`config.mk`:
```
export PLATFORM = sky130hd
export DESIGN_NAME = alu_seq
export DESIGN_NICKNAME = d
export VERILOG_FILES = /design/src/rtl/alu_seq.sv
export SDC_FILE = /design/constraint.sdc
export NUM_CORES = 1
export LEC_CHECK = 0
export ABC_AREA = 1
export BUFFER_PORTS_ARGS = -buffer_cell sky130_fd_sc_hd__buf_2
export CORE_ASPECT_RATIO = 1.5
export CORE_MARGIN = 2
export CORE_UTILIZATION = 46
export CTS_CLUSTER_DIAMETER = 50
export DETAILED_ROUTE_END_ITERATION = 16
export PLACE_DENSITY = 0.66
export SYNTH_ARGS = -nofsm -noshare
export SYNTH_HDL_FRONTEND = slang
export SYNTH_SLANG_ARGS = --single-unit
export TNS_END_PERCENT = 50
```
`constraint.sdc`:
```
create_clock -name clk -period 1.6 [get_ports clk]
set_clock_uncertainty 0.05 [all_clocks]
set_input_delay 0.08 -clock clk [delete_from_list [all_inputs] [get_ports clk]]
set_output_delay 0.08 -clock clk [all_outputs]
set_load 0.02 [all_outputs]
```
`src/rtl/alu_seq.sv`:
```
// Handshaked WIDTH-bit ALU with a registered 8-bit flag register.
// Variable-distance shifts (RSHN/LSHN) take one clock per bit through the SHIFT state.
module alu_seq #(
   parameter int WIDTH = 4,
   parameter int SHW   = $clog2(WIDTH) + 1
) (
   input  logic             clk,
   input  logic             rst,
   input  logic             in_valid,
   output logic             in_ready,
   input  logic [3:0]       opcode,
   input  logic [WIDTH-1:0] a,
   input  logic [WIDTH-1:0] b,
   output logic             out_valid,
   input  logic             out_ready,
   output logic [WIDTH-1:0] o,
   output logic             wb,
   output logic [7:0]       flags
);

   localparam logic [3:0] OP_ADD  = 4'b0001;
   localparam logic [3:0] OP_SUB  = 4'b0010;
   localparam logic [3:0] OP_AND  = 4'b0011;
   localparam logic [3:0] OP_ORR  = 4'b0100;
   localparam logic [3:0] OP_NOR  = 4'b0101;
   localparam logic [3:0] OP_XOR  = 4'b0110;
   localparam logic [3:0] OP_RSH  = 4'b0111;
   localparam logic [3:0] OP_LSH  = 4'b1000;
   localparam logic [3:0] OP_LDI  = 4'b1001;
   localparam logic [3:0] OP_ADI  = 4'b1010;
   localparam logic [3:0] OP_RSHN = 4'b1011;
   localparam logic [3:0] OP_LSHN = 4'b1100;
   localparam logic [3:0] OP_CMP  = 4'b1101;

   localparam logic [WIDTH-1:0] W_LIM = WIDTH[WIDTH-1:0];

   typedef enum logic [1:0] {
      IDLE  = 2'd0,
      SHIFT = 2'd1,
      DONE  = 2'd2
   } state_t;

   state_t           state_q;
   logic             in_ready_q;
   logic             out_valid_q;
   logic             wb_q;
   logic             dir_q;
   logic [WIDTH-1:0] o_q;
   logic [WIDTH-1:0] sh_q;
   logic [SHW-1:0]   cnt_q;
   logic [7:0]       flags_q;

   logic [WIDTH:0]   sum_ext;
   logic [WIDTH:0]   dif_ext;
   logic [WIDTH-1:0] res_d;
   logic [WIDTH-1:0] sh_d;
   logic             c_d;
   logic             v_d;
   logic             wb_d;
   logic             ld_o_d;
   logic             hold_fl_d;
   logic             rel_d;
   logic             multi_d;
   logic             sh_out_d;
   logic [3:0]       rel_fl_d;
   logic [7:0]       flags_d;
   logic [7:0]       sh_flags_d;

   function automatic logic add_ovf(input logic sa, input logic sb, input logic sr);
      return (sa == sb) && (sr != sa);
   endfunction

   function automatic logic sub_ovf(input logic sa, input logic sb, input logic sr);
      return (sa != sb) && (sr != sa);
   endfunction

   always_comb begin
      sum_ext   = {1'b0, a} + {1'b0, b};
      dif_ext   = {1'b0, a} - {1'b0, b};
      res_d     = '0;
      c_d       = 1'b0;
      v_d       = 1'b0;
      wb_d      = 1'b1;
      ld_o_d    = 1'b1;
      hold_fl_d = 1'b0;
      rel_d     = 1'b0;
      multi_d   = 1'b0;
      case (opcode)
         OP_ADD, OP_ADI: begin
            res_d = sum_ext[WIDTH-1:0];
            c_d   = sum_ext[WIDTH];
            v_d   = add_ovf(a[WIDTH-1], b[WIDTH-1], sum_ext[WIDTH-1]);
         end
         OP_SUB, OP_CMP: begin
            // CMP shares the subtractor but leaves o untouched and is not written back
            res_d  = dif_ext[WIDTH-1:0];
            c_d    = dif_ext[WIDTH];
            v_d    = sub_ovf(a[WIDTH-1], b[WIDTH-1], dif_ext[WIDTH-1]);
            rel_d  = 1'b1;
            wb_d   = (opcode == OP_SUB);
            ld_o_d = (opcode == OP_SUB);
         end
         OP_AND: res_d = a & b;
         OP_ORR: res_d = a | b;
         OP_NOR: res_d = ~(a | b);
         OP_XOR: res_d = a ^ b;
         OP_RSH: begin
            res_d = a >> 1;
            c_d   = a[0];
         end
         OP_LSH: begin
            res_d = a << 1;
            c_d   = a[WIDTH-1];
         end
         OP_LDI: res_d = b;
         OP_RSHN, OP_LSHN: begin
            if (b == '0) begin
               res_d = a;
            end else if (b >= W_LIM) begin
               res_d = '0;
            end else begin
               multi_d = 1'b1;
            end
         end
         default: begin
            wb_d      = 1'b0;
            hold_fl_d = 1'b1;
         end
      endcase

      rel_fl_d = rel_d ? {a < b, a > b, a != b, a == b} : flags_q[7:4];
      flags_d  = hold_fl_d ? flags_q
                           : {rel_fl_d, v_d, res_d[WIDTH-1], c_d, res_d == '0};

      if (dir_q) begin
         sh_d     = {sh_q[WIDTH-2:0], 1'b0};
         sh_out_d = sh_q[WIDTH-1];
      end else begin
         sh_d     = {1'b0, sh_q[WIDTH-1:1]};
         sh_out_d = sh_q[0];
      end
      sh_flags_d = {flags_q[7:4], 1'b0, sh_d[WIDTH-1], sh_out_d, sh_d == '0};
   end

   always_ff @(posedge clk or posedge rst) begin
      if (rst) begin
         state_q     <= IDLE;
         in_ready_q  <= 1'b1;
         out_valid_q <= 1'b0;
         o_q         <= '0;
         wb_q        <= 1'b0;
         flags_q     <= 8'h00;
         sh_q        <= '0;
         cnt_q       <= '0;
         dir_q       <= 1'b0;
      end else begin
         case (state_q)
            IDLE: begin
               if (in_valid) begin
                  in_ready_q <= 1'b0;
                  if (multi_d) begin
                     state_q <= SHIFT;
                     sh_q    <= a;
                     cnt_q   <= b[SHW-1:0];
                     dir_q   <= (opcode == OP_LSHN);
                  end else begin
                     state_q     <= DONE;
                     out_valid_q <= 1'b1;
                     wb_q        <= wb_d;
                     flags_q     <= flags_d;
                     if (ld_o_d) begin
                        o_q <= res_d;
                     end
                  end
               end
            end
            SHIFT: begin
               // One bit per clock; the final shift loads o and flags directly
               sh_q  <= sh_d;
               cnt_q <= cnt_q - SHW'(1);
               if (cnt_q == SHW'(1)) begin
                  state_q     <= DONE;
                  out_valid_q <= 1'b1;
                  o_q         <= sh_d;
                  wb_q        <= 1'b1;
                  flags_q     <= sh_flags_d;
               end
            end
            DONE: begin
               if (out_ready) begin
                  state_q     <= IDLE;
                  out_valid_q <= 1'b0;
                  in_ready_q  <= 1'b1;
               end
            end
            default: begin
               state_q     <= IDLE;
               out_valid_q <= 1'b0;
               in_ready_q  <= 1'b1;
            end
         endcase
      end
   end

   assign in_ready  = in_ready_q;
   assign out_valid = out_valid_q;
   assign o         = o_q;
   assign wb        = wb_q;
   assign flags     = flags_q;

endmodule

```
==> insert_results.sql, run 1 <==
INSERT INTO impl_metrics (metric_group, metric, value, unit) VALUES
('status', 'run_status', 'complete, no violations', ''),
('setup_path', 'crit_top_cell', 'sky130_fd_sc_hd__nand2_1', ''),
('floorplan', 'initial_core_util', '48.0', '%'),
('global_route', 'grt_overflow_total', '0', ''),
('sta', 'finalHoldViolCount', '0', ''),
('synth', 'post_synth_num_cell_types', '37', ''),
('floorplan', 'die_area', '5360', 'um^2'),
('setup_path', 'worstPathMaxFanout', '3', ''),
('min_path', 'hold_path.startpoint', 'out_ready', ''),
('setup_path', 'critPathKind', 'reg2reg', ''),
('synth', 'syn_avg_cell_area', '6.60', 'um^2'),
('synth', 'synthMostInstantiatedCell', 'sky130_fd_sc_hd__nand2_1', ''),
('cells_and_area', 'area.growth.synth_to_final', '26.9', '%'),
('synth', 'syn-num-nets', '365', ''),
('global_route', 'global_route_wire_length_before_repair', '9540', 'um'),
('clocking', 'cts.reportedPaths.clkPinSlew', '0.09', 'ns'),
('synth', 'synthesis.yosys.warnings', '0', ''),
('setup_path', 'crit_arrival', '1.63', 'ns'),
('sta', 'post_route_minimum_period', '1.51', 'ns'),
('route', 'detail-route-antenna-nets', '0', ''),
('sta', 'fin_setup_tns', '0', 'ns'),
('floorplan', 'core_region_area', '4580', 'um^2'),
('placed_design', 'pre_cts_ws', '-0.175', 'ns'),
('synth', 'synth_edf_count', '0', ''),
('job', 'timing.max_cap.violations', '0', ''),
('synth', 'synth_area_leaders', 'sky130_fd_sc_hd__dfrtp_1 (27%), sky130_fd_sc_hd__nand2_1 (18%), sky130_fd_sc_hd__ha_1 (8.0%), sky130_fd_sc_hd__inv_1 (6.5%), sky130_fd_sc_hd__nor2_1 (6.3%)', ''),
('placed_design', 'placement.cell_area', '2720', 'um^2'),
('setup_path', 'critical_path.endpoint_type', 'register', ''),
('setup_path', 'ff2ff_path_depth', '12', ''),
('synth', 'ys_top_cells_by_count', 'sky130_fd_sc_hd__nand2_1 (106), sky130_fd_sc_hd__inv_1 (38), sky130_fd_sc_hd__nor2_1 (37)', ''),
('clocking', 'numClockSinks', '25', ''),
('clocking', 'tritoncts_clock_tree', 'done', ''),
('synth', 'syn-instance-count', '333', ''),
('power', 'vdd_ir_drop_max', '0.344', 'mV'),
('synth', 'synth_compound_gate_area_share', '13.0', '%'),
('synth', 'combinational_family_with_the_most_area_after_synthesis', 'simple AND/OR/NAND/NOR gates', ''),
('setup_path', 'crit_path_cell_trace', 'inv_1, ha_1, nand2_1, nand2_1, nand2_4, buf_4, inv_2, nand2_2, inv_2, nand2_2, nand2_1, nand2_1', ''),
('cells_and_area', 'drive_gt1_share', '28.7', '%'),
('clocking', 'clock_tree.root_cell', 'sky130_fd_sc_hd__clkbuf_8', ''),
('synth', 'synth_simple_gate_area_share', '38.0', '%'),
('placed_design', 'place_congestion', '0.961', ''),
('global_route', 'grt_util_all_layers', '23.8', '%'),
('cells_and_area', 'layout.nets', '437', ''),
('floorplan', 'die-height', '88.6', 'um'),
('clocking', 'cts-buffers-inserted', '3', ''),
('cells_and_area', 'num-fill-cells', '465', ''),
('clocking', 'clk-insertion-delay-late', '0.27', 'ns'),
('setup_path', 'crit_path_max_incr_delay', '0.37', 'ns'),
('global_route', 'antenna_violations_before_repair', '0', ''),
('floorplan', 'ios', '31', ''),
('cells_and_area', 'finalInstanceArea', '2790', 'um^2'),
('power', 'power.leakage', '1.49', 'nW'),
('cells_and_area', 'multi_input_area', '1370', 'um^2'),
('floorplan', 'floorplan.rows', '30', ''),
('power', 'power_density', '1060', 'nW/um^2'),
('min_path', 'worst_hold_path.num_cells', '4', ''),
('synth', 'async_s_r_ff_share_synth', '100', '%'),
('floorplan', 'die_width', '60.4', 'um'),
('setup_path', 'required', '1.72', 'ns'),
('synth', 'synth.area.mux_share', '0', '%'),
('placed_design', 'dp.final_hpwl', '4840', 'um'),
('sta', 'timing.max_slew.rel_slack', '77.7', '%'),
('cells_and_area', 'number_of_diodes_added_for_antenna_fixing', '0', ''),
('setup_path', 'crit_path_launch_type', 'register', ''),
('route', 'drt-total-wl', '5770', 'um'),
('sta', 'hold-worst-slack', '0.00947', 'ns'),
('cells_and_area', 'seq_area', '627', 'um^2'),
('synth', 'synth_top_area_share', '27.3', '%'),
('placed_design', 'placement.io_buffers', '30', ''),
('global_route', 'first_global_vias', '2216', ''),
('synth', 'synth-seq-area-share', '28.5', '%');
==> metal layers <==
metal	up-vias	wire length (um)	global-route usage, %
met5	-	0	0
met4	0	328	16.0
met3	21	147	2.05
met2	49	2840	41.2
met1	990	2450	26.9
li1	1192	-	-
==> through the flow <==
step           cells  utilization [%]  power (mW)
2_1_floorplan    333                -        2.07
3_3_place_gp     463             59.4        2.55
3_5_place_dp     463             59.4        2.57
4_1_cts          468             60.6        2.96
5_1_grt          468             60.9        3.21
6_report         468             60.9        2.95
==> where the power goes <==
group | internal, mW | switching, mW | total [mW]
Clock | 0.174 | 0.209 | 0.383
Combinational | 0.585 | 0.940 | 1.53
Sequential | 0.905 | 0.136 | 1.04
Total | 1.66 | 1.29 | 2.95
==> final cells by class <==
| class | count | area share [%] |
|---|---|---|
| Clock buffer | 3 | 1.48 |
| Clock inverter | 1 | 0.180 |
| Inverter | 48 | 6.60 |
| Multi-Input combinational cell | 256 | 49.0 |
| Sequential cell | 25 | 22.5 |
| Tap cell | 64 | 2.87 |
| Timing Repair Buffer | 71 | 17.4 |
==> worst paths after layout <==
kind	end	slack (ns)
min in group asynchronous	o[3]	0.35
worst max register to register	wb	0.09
worst min-delay path	state_q[1]	0.009
worst min register to register	in_ready	0.42
max in group asynchronous	in_ready	0.86
worst max-delay path	wb	0.09
==> kinds of logic after synthesis <==
family                     Yosys count
xor gates and xnor gates             2
adders and majority gates           16
DFF                                 25
buffers and inverters               52
and+or+nand+nor                    190
AOI/OAI and AO/OA                   48
==> repair_timing <==
item / 4_1_cts / 5_1_grt
gates resized for setup: 0 / 4
setup buffers: 0 / 0
endpoints found under the setup margin: 0 / 7
hold endpoints to repair: 24 / 0
hold buffers: 1 / 0
==> cells in the final DEF (no fill, tap or decap), types with 3 or more instances in the layout <==
master	instances
sky130_fd_sc_hd__inv_1	38
sky130_fd_sc_hd__o21ai_2	4
sky130_fd_sc_hd__dfrtp_1	24
sky130_fd_sc_hd__nor2_1	34
sky130_fd_sc_hd__buf_4	38
sky130_fd_sc_hd__ha_1	14
sky130_fd_sc_hd__nand2_1	106
sky130_fd_sc_hd__inv_2	8
sky130_fd_sc_hd__clkbuf_8	3
sky130_fd_sc_hd__buf_2	30
sky130_fd_sc_hd__a21oi_1	8
sky130_fd_sc_hd__nand2_2	10
sky130_fd_sc_hd__o21ai_0	21
sky130_fd_sc_hd__nor2_2	8
sky130_fd_sc_hd__nand3_1	21
sky130_fd_sc_hd__o21ai_1	5
sky130_fd_sc_hd__o211ai_1	3
==> critical path: cells and delay by family, from the launching register on <==
kind / cells / cell delay (ns)
adders and majority gates: 1 / 0.15
buffers and inverters: 4 / 0.33
DFF: 1 / 0.37
and+or+nand+nor: 7 / 0.54
==> flip-flops by register name, indices dropped and copies added (netlist names) <==
signal / flops
o: 4
out_valid: 1
cnt_q: 3
in_ready: 1
state_q: 2
dir_q: 1
wb: 1
sh_q: 4
flags: 8
No activity file was read; power rests on OpenSTA's default activity.
==> run 2: changes to the inputs <==
Settings changed: PLACE_DENSITY 0.66 to 0.68.
Clock period 1.6 ns to 1.3 ns, I/O delays scaled along.
==> insert_results.sql, run 2 (synthesis results as in run 1) <==
INSERT INTO impl_metrics (metric_group, metric, value, unit) VALUES
('floorplan', 'die_area', '5360', 'um^2'),
('floorplan', 'initial_core_util', '48.0', '%'),
('cells_and_area', 'finalInstanceArea', '3280', 'um^2'),
('route', 'dr.first_iter.drc_count', '97', ''),
('power', 'vdd_ir_drop_max', '0.812', 'mV'),
('clocking', 'tritoncts_clock_tree', 'done', ''),
('placed_design', 'placement.io_buffers', '30', ''),
('sta', 'hold-worst-slack', '0.0230', 'ns'),
('setup_path', 'critPathSlowestCell', 'sky130_fd_sc_hd__dfrtp_1', ''),
('cells_and_area', 'number_of_diodes_added_for_antenna_fixing', '0', ''),
('clocking', 'cts-root-to-sink-buffers', '2', ''),
('sta', 'timing.max_slew.rel_slack', '79.1', '%'),
('clocking', 'cts-buffers-inserted', '3', ''),
('setup_path', 'path_buf_inv', '2', ''),
('sta', 'post_route_minimum_period', '1.46', 'ns'),
('clocking', 'clock_tree.htree_level_count', '1', ''),
('min_path', 'class_of_the_tightest_hold_or_removal_check', 'in2reg', ''),
('clocking', 'numClockSinks', '25', ''),
('placed_design', 'place_congestion', '0.932', ''),
('sta', 'min_period_over_period', '112', '%'),
('clocking', 'clk-insertion-delay-late', '0.27', 'ns'),
('cells_and_area', 'mostFrequentLayoutCells', 'sky130_fd_sc_hd__nand2_1 (96), sky130_fd_sc_hd__buf_4 (68), sky130_fd_sc_hd__nor2_1 (33)', ''),
('power', 'sequentialPowerShare', '31.8', '%'),
('setup_path', 'required', '1.42', 'ns'),
('sta', 'fin_setup_tns', '-1.62', 'ns'),
('setup_path', 'crit_path_max_incr_delay', '0.45', 'ns'),
('route', 'drt-total-wl', '6760', 'um'),
('placed_design', 'placement.cell_area', '2910', 'um^2'),
('power', 'power.leakage', '1.69', 'nW'),
('cells_and_area', 'fin_util', '71.6', '%'),
('power', 'net_switching_share_of_the_total_power', '44.3', '%'),
('floorplan', 'core_region_area', '4580', 'um^2'),
('floorplan', 'ios', '31', ''),
('job', 'timing.max_cap.violations', '0', ''),
('sta', 'maxSlewViolCount', '0', ''),
('floorplan', 'floorplan.rows', '30', ''),
('sta', 'rsz0062_at_grt', 'yes', ''),
('setup_path', 'crit_path_cell_trace', 'inv_2, nor2_4, nand2_2, nand2_4, nor2_4, inv_4, nor2_4, a21oi_2', ''),
('setup_path', 'critPathKind', 'reg2reg', ''),
('setup_path', 'critical_path.top_delay_family', 'simple AND/OR/NAND/NOR gates', ''),
('power', 'clk_pwr_share', '11.5', '%'),
('route', 'firstDrtPassIters', '4', ''),
('floorplan', 'die-height', '88.6', 'um'),
('cells_and_area', 'layout.nets', '474', ''),
('sta', 'postLayoutSetupSlackWorst', '-0.157', 'ns'),
('route', 'detailroute.via_count', '2489', ''),
('route', 'detail-route-antenna-nets', '0', ''),
('status', 'run_status', 'complete, but fails checks', ''),
('sta', 'final-setup-viol-count', '23', ''),
('clocking', 'cts.reportedPaths.clkPinSlew', '0.09', 'ns'),
('route', 'drc', '0', ''),
('global_route', 'global_route_wire_length_before_repair', '10400', 'um'),
('cells_and_area', 'largest_register_ff_count', '8', ''),
('status', 'failing_checks', 'setup timing', ''),
('power', 'internal_power', '2.32', 'mW'),
('power', 'power_density', '1270', 'nW/um^2'),
('setup_path', 'crit_arrival', '1.58', 'ns'),
('route', 'routed_via_density', '4.93', ''),
('cells_and_area', 'area.growth.synth_to_final', '49.2', '%'),
('global_route', 'grt_overflow_total', '0', ''),
('global_route', 'maximum_number_of_pins_on_one_net_before_global_route_repair', '26', ''),
('route', 'post_drt_wl_per_cell', '13.4', 'um'),
('setup_path', 'crit_top_cell', 'sky130_fd_sc_hd__nor2_4', ''),
('cells_and_area', 'drive_gt1_share', '43.3', '%'),
('power', 'p_switching', '1.84', 'mW'),
('cells_and_area', 'final_common_cell', 'sky130_fd_sc_hd__nand2_1', ''),
('global_route', 'grt_util_all_layers', '25.7', '%'),
('power', 'combinational_share_of_power', '56.7', '%'),
('setup_path', 'crit_path_launch_type', 'register', ''),
('floorplan', 'die_width', '60.4', 'um'),
('global_route', 'antenna_violations_before_repair', '0', ''),
('setup_path', 'critical_path.endpoint_type', 'register', ''),
('setup_path', 'worstPathMaxFanout', '6', ''),
('sta', 'worst_pin_slew', '0.314', 'ns'),
('clocking', 'clock_tree.root_cell', 'sky130_fd_sc_hd__clkbuf_8', ''),
('placed_design', 'dp.final_hpwl', '5260', 'um'),
('sta', 'finalHoldViolCount', '0', ''),
('global_route', 'first_global_vias', '2384', ''),
('sta', 'fmax', '686', 'MHz');
## run 2: what timing repair did
| action | CTS | global route |
|---|---|---|
| hold endpoints to repair | 24 | 0 |
| pin swaps | 14 | 13 |
| cloned | 0 | 1 |
| setup endpoints to repair | 22 | 22 |
| hold buffers | 1 | 0 |
| buffers inserted | 4 | 8 |
| gates resized for setup | 36 | 35 |
## run 2: worst paths after layout
| kind | slack, ns | cells after the start | startpoint | endpoint |
|---|---|---|---|---|
| worst min register to register | 0.42 | 2 | in_ready | in_ready |
| worst min-delay path | 0.02 | 4 | out_ready | state_q[1] |
| max in group asynchronous | 0.60 | 4 | rst | in_ready |
| worst max register to register | -0.16 | 8 | state_q[0] | flags[0] |
| worst max-delay path | -0.16 | 8 | state_q[0] | flags[0] |
| min in group asynchronous | 0.31 | 4 | rst | sh_q[3] |
## run 2: routing by layer
metal / routed length, um / global-route usage (%) / up-vias
li1: - / - / 1267
met1: 2650 / 26.2 / 1143
met2: 3650 / 49.7 / 54
met3: 141 / 1.75 / 25
met4: 326 / 13.8 / 0
met5: 0 / 0 / -
## run 2: worst min-delay path: stages
cell and delay (ns):
sky130_fd_sc_hd__buf_2 0.08, sky130_fd_sc_hd__nor2_1 0.04, sky130_fd_sc_hd__nand2_1 0.08, sky130_fd_sc_hd__nand2_1 0.06
## run 2: area by class of cell
type | instances | area [um^2]
Clock buffer | 3 | 41.3
Inverter | 48 | 194
Multi-Input combinational cell | 256 | 1540
Fill cell | 426 | 1300
Timing Repair Buffer | 108 | 785
Tap cell | 64 | 80.1
Sequential cell | 25 | 628
Clock inverter | 1 | 7.51
## run 2: per-stage QoR
| step | power [mW] | setup slack, ns | cells |
|---|---|---|---|
| CTS | 3.91 | -0.0947 | 496 |
| finish | 4.16 | -0.157 | 505 |
| global placement | 3.24 | -0.467 | 487 |
| detailed placement | 3.29 | -0.506 | 487 |
| global route | 4.47 | -0.241 | 505 |
| floorplan | 2.56 | -0.135 | 333 |
## run 2: power groups by stage
stage                     sequential [mW]  combinational [mW]  clock (mW)
final                                1.32                2.36       0.477
after global routing                 1.36                2.58       0.521
after CTS                            1.31                2.11       0.480
after detailed placement             1.30                1.99           0
after global placement               1.28                1.96           0
after floorplan                      1.56                1.01           0
